### src/rtl/tc_to_sm_serial.sv
// Bit-serial two's-complement to sign-magnitude converter with valid/ready on both sides.
// Magnitude bits are processed LSB-first, one per clock, then held until the consumer takes them.
module tc_to_sm_serial #(
   parameter int WIDTH = 4
) (
   input  logic             clk,
   input  logic             rst,
   input  logic             in_valid,
   output logic             in_ready,
   input  logic [WIDTH-1:0] tc_in,
   output logic             out_valid,
   input  logic             out_ready,
   output logic [WIDTH-1:0] sm_out,
   output logic             ovf
);

   localparam int CNT_W = $clog2(WIDTH);

   localparam logic [1:0] ST_IDLE = 2'd0;
   localparam logic [1:0] ST_CONV = 2'd1;
   localparam logic [1:0] ST_DONE = 2'd2;

   logic [1:0]       state_r;
   logic [WIDTH-2:0] mag_r;
   logic             sign_r;
   logic             seen_one_r;
   logic [CNT_W-1:0] cnt_r;
   logic [WIDTH-1:0] sm_out_r;
   logic             ovf_r;
   logic             out_valid_r;
   logic             in_ready_r;

   logic             cur_bit_s;
   logic             out_bit_s;
   logic             seen_next_s;
   logic             last_s;
   logic             ovf_next_s;
   logic [WIDTH-2:0] mag_next_s;
   logic [WIDTH-1:0] sm_next_s;

   // Serial negation step: the converted bit enters at the top as the word shifts right.
   always_comb begin
      cur_bit_s   = mag_r[0];
      out_bit_s   = 1'b0;
      seen_next_s = seen_one_r | cur_bit_s;
      last_s      = (cnt_r == CNT_W'(WIDTH-2));
      mag_next_s  = mag_r >> 1;
      sm_next_s   = '0;
      if (sign_r) begin
         out_bit_s = cur_bit_s ^ seen_one_r;
      end else begin
         out_bit_s = cur_bit_s;
      end
      mag_next_s[WIDTH-2] = out_bit_s;
      // A negative word with no 1 in its magnitude is the most-negative value.
      ovf_next_s = sign_r & ~seen_next_s;
      if (ovf_next_s) begin
         sm_next_s = {WIDTH{1'b1}};
      end else begin
         sm_next_s = {sign_r, mag_next_s};
      end
   end

   // Control FSM, shift register and registered result/handshake outputs.
   always_ff @(posedge clk or posedge rst) begin
      if (rst) begin
         state_r     <= ST_IDLE;
         mag_r       <= '0;
         sign_r      <= 1'b0;
         seen_one_r  <= 1'b0;
         cnt_r       <= '0;
         sm_out_r    <= '0;
         ovf_r       <= 1'b0;
         out_valid_r <= 1'b0;
         in_ready_r  <= 1'b1;
      end else begin
         case (state_r)
            ST_IDLE: begin
               if (in_valid && in_ready_r) begin
                  mag_r      <= tc_in[WIDTH-2:0];
                  sign_r     <= tc_in[WIDTH-1];
                  seen_one_r <= 1'b0;
                  cnt_r      <= '0;
                  in_ready_r <= 1'b0;
                  state_r    <= ST_CONV;
               end
            end
            ST_CONV: begin
               mag_r      <= mag_next_s;
               seen_one_r <= seen_next_s;
               if (last_s) begin
                  sm_out_r    <= sm_next_s;
                  ovf_r       <= ovf_next_s;
                  out_valid_r <= 1'b1;
                  state_r     <= ST_DONE;
               end else begin
                  cnt_r <= cnt_r + CNT_W'(1);
               end
            end
            ST_DONE: begin
               // in_ready returns only after the result leaves, so no same-edge accept.
               if (out_ready) begin
                  out_valid_r <= 1'b0;
                  in_ready_r  <= 1'b1;
                  state_r     <= ST_IDLE;
               end
            end
            default: begin
               out_valid_r <= 1'b0;
               in_ready_r  <= 1'b1;
               state_r     <= ST_IDLE;
            end
         endcase
      end
   end

   assign in_ready  = in_ready_r;
   assign out_valid = out_valid_r;
   assign sm_out    = sm_out_r;
   assign ovf       = ovf_r;

endmodule

### config.mk
export PLATFORM = sky130hd
export DESIGN_NAME = tc_to_sm_serial
export DESIGN_NICKNAME = d
export VERILOG_FILES = /design/src/rtl/tc_to_sm_serial.sv
export SDC_FILE = /design/constraint.sdc
export NUM_CORES = 1
export LEC_CHECK = 0
export ABC_AREA = 1
export CAP_MARGIN = 10
export CELL_PAD_IN_SITES_DETAIL_PLACEMENT = 1
export CELL_PAD_IN_SITES_GLOBAL_PLACEMENT = 2
export CORE_UTILIZATION = 36
export CTS_BUF_LIST = sky130_fd_sc_hd__clkbuf_8
export CTS_CLUSTER_SIZE = 24
export DETAILED_ROUTE_END_ITERATION = 10
export DONT_BUFFER_PORTS = 1
export PLACE_DENSITY = 0.8
export SLEW_MARGIN = 20
export SYNTH_ARGS = -nofsm -noshare
export SYNTH_HDL_FRONTEND = slang
export SYNTH_SLANG_ARGS = --single-unit
### constraint.sdc
create_clock -name clk -period 1.6 [get_ports clk]
set_clock_uncertainty 0.1 [all_clocks]
set_input_delay 0.32 -clock clk [delete_from_list [all_inputs] [get_ports clk]]
set_output_delay 0.32 -clock clk [all_outputs]
set_load 0.01 [all_outputs]
==> results.sh <==
export IMPL_initial_utilization_pct=38.6
export IMPL_ys_seq_elements=16
export IMPL_crit_path_start="cnt_r[0]"
export IMPL_io_pins=15
export IMPL_hold_ws_ps=129
export IMPL_max_slew_margin_pct=58.7
export IMPL_portBuffers=0
export IMPL_leakagePower_nw=0.483
export IMPL_syn_area_per_cell_um2=7.90
export IMPL_path_delay_family="flip-flops"
export IMPL_synth_fp_nets=106
export IMPL_die_w_um=47.9
export IMPL_clock_latency_ps=250
export IMPL_synth_top_area_share_pct=49.5
export IMPL_r2r_slack_ps=310
export IMPL_cts_tree="built"
export IMPL_end_kind="flip-flop"
export IMPL_synth_edf_count=0
export IMPL_dr_pass1_iters=4
export IMPL_gp_congestion=0.694
export IMPL_ir_drop_v=0.000795
export IMPL_fillers=260
export IMPL_rr_endpoint="cnt_r[1]"
export IMPL_num_nets_final=112
export IMPL_grt_max_degree=17
export IMPL_placed_cells=123
export IMPL_stdcell_count=128
export IMPL_grt_pass1_vias=572
export IMPL_clock_root_buffer="clkbuf_8"
export IMPL_critical_path_cell_count=7
export IMPL_core_um2=1960
export IMPL_critical_path_peak_fanout=4
export IMPL_setup_violations_final=0
export IMPL_synth_common_cells="nand2_1 (40), dfrtp_1 (15), inv_1 (10), nand3_1 (8), nor2_1 (5)"
export IMPL_crit_end="cnt_r[1]"
export IMPL_seq_area_frac_synth_pct=53.0
export IMPL_grt_busiest_layer="met2"
export IMPL_groute_usage_overall_pct=16.3
export IMPL_fp_dieH_um=47.9
export IMPL_cts_sinks=16
export IMPL_ys_flop_type="dfrtp_1"
export IMPL_utilization_pct=43.7
export IMPL_grtUsageMet1_pct=21.7
export IMPL_powerDensity_nw_per_um2=2170
export IMPL_fin_crit_sh_pct=80.9
export IMPL_path_class="reg2reg"
export IMPL_rsz0062_at_grt="no"
export IMPL_path_clk_slew_ps=70
export IMPL_hold_viol=0
export IMPL_drv_cap=0
export IMPL_post_dp_hpwl_um=1150
export IMPL_holdCritPathClass="in2reg"
export IMPL_rr_worst_depth=7
export IMPL_antenna_found_initial=0
export IMPL_drt_iter0_markers=8
export IMPL_wire_per_inst_um=12.3
export IMPL_slowest_delay_ps=380
export IMPL_detail_route_wirelength_um=1570
export IMPL_use_met3_pct=3.40
export IMPL_postCtsSetupBuffers=0
export IMPL_synth_cell_types=16
export IMPL_viasPerCell=4.65
export IMPL_fmax_ghz=0.772
export IMPL_start_kind="flip-flop"
export IMPL_critPathMostFrequentCell="nand2_1"
export IMPL_cpMaxStageDelayCell="dfrtp_1"
export IMPL_cts_buffers=3
export IMPL_cp_required_ps=1650
export IMPL_via_count=595
export IMPL_synthTopCellsByArea="dfrtp_1 (50%), nand2_1 (20%), nand3_1 (5.3%)"
export IMPL_htreeDepth=1
export IMPL_overflow=0
export IMPL_area_growth_pct=13.0
export IMPL_critical_path_buf_inv_count=3
export IMPL_antenna_left=0
export IMPL_timing_rr_start="cnt_r[0]"
export IMPL_synth_area_um2=758
export IMPL_status="finished, final reports clean"
export IMPL_route_detailed_drc=0
export IMPL_arrival_ps=1340
export IMPL_yosys_warnings=0
export IMPL_worst_slew_pin_slew_ps=618
export IMPL_syn_instance_count=96
export IMPL_crit_path_cell_trace="inv_1 -> ha_1 -> inv_1 -> nand2_1 -> clkinv_1 -> nand2_1 -> nand2_1"
export IMPL_async_reset_ff_share_pct=100
export IMPL_setup_ws_ps=305
export IMPL_num_antenna_cells=0
export IMPL_cts_resized=0
export IMPL_tns_ps=0
export IMPL_preCtsSetupSlack_ps=307
export IMPL_grt_pass1_wl_um=2500
export IMPL_rows=16
export IMPL_drive_gt1_share_pct=11.9
export IMPL_met2_usage_pct=24.1
export IMPL_fp_dieArea_um2=2290
export IMPL_min_period_ps=1290
export IMPL_cts_hold_buf=1
export IMPL_synth_top_cell_by_area="dfrtp_1"
export IMPL_slew_violations=0
export IMPL_cts_buffer_depth=2
export IMPL_synth_most_common_cell="nand2_1"
## worst reg2reg max path, cell delays in order (launching register included)
cell and delay (ps):
dfrtp_1 380, inv_1 80, ha_1 200, inv_1 80, nand2_1 140, clkinv_1 100
nand2_1 70, nand2_1 50
## worst min path at each step
stage               startpoint          to  slack (ps)  depth (start not counted)
floorplan                  rst    cnt_r[0]         130                          1
global placement           rst  state_r[1]         230                          1
detailed placement         rst  state_r[1]         230                          1
CTS                   tc_in[3]      sign_r         120                          2
global route         out_ready  state_r[1]         180                          3
finish                tc_in[3]      sign_r         130                          2
## power by group
group	switching (mW)	internal, mW	total [mW]	leakage, nW
logic	0.442	0.249	0.692	0.259
clock network	0.150	0.219	0.369	0.0288
registers	0.189	0.610	0.799	0.196
## sequential cells by signal (all words and copies together) (netlist names)
| register | cells |
|---|---|
| seen_one_r | 1 |
| ovf | 1 |
| cnt_r | 2 |
| in_ready | 1 |
| out_valid | 1 |
| sign_r | 1 |
| mag_r | 3 |
| sm_out | 4 |
| state_r | 2 |
## cells in the final DEF, fill, tap and decap left out
cell type,instances
nand3_1,8
nor2_1,5
o21ai_0,3
a21o_1,1
nand2_2,3
inv_1,10
inv_2,2
dfrtp_1,15
a21oi_1,2
nor2_2,1
nand2_1,40
dfstp_2,1
o21ai_1,1
dlygate4sd3_1,1
clkbuf_8,4
clkinv_1,1
nor2_4,1
ha_1,2
## routing by layer
layer  vias to the layer above  part of all wire (%)
li1                        306                     -
met1                       272                    50
met2                        13                    44
met3                         4                   3.7
met4                         0                   2.0
met5                         -                     0
## through the flow
step	instance area [um^2]	power (mW)
2_1_floorplan	758	1.33
3_3_place_gp	792	1.48
3_5_place_dp	792	1.50
4_1_cts	857	1.90
5_1_grt	857	2.05
6_report	857	1.86
## cell type report
cell class | count | area, um^2 | share of cell area (%)
clock buffers | 4 | 55.1 | 6.42
inverters | 13 | 48.8 | 5.69
multi-input cells | 67 | 308 | 35.9
flip-flops and latches | 16 | 402 | 46.9
well taps | 27 | 33.8 | 3.94
repair buffers | 1 | 10.0 | 1.17
## kinds of logic (layout without fill, tap and decap cells)
logic type                 count (synthesis)  in the layout  share of synthesized area [%]
and+or+nand+nor                           58             58                           32.3
adders and majority gates                  2              2                           3.30
AOI/OAI and AO/OA                          7              7                           4.95
DFF                                       16             16                           53.0
buffers and inverters                     13             18                           6.44
(Power assumes the default switching activity.)
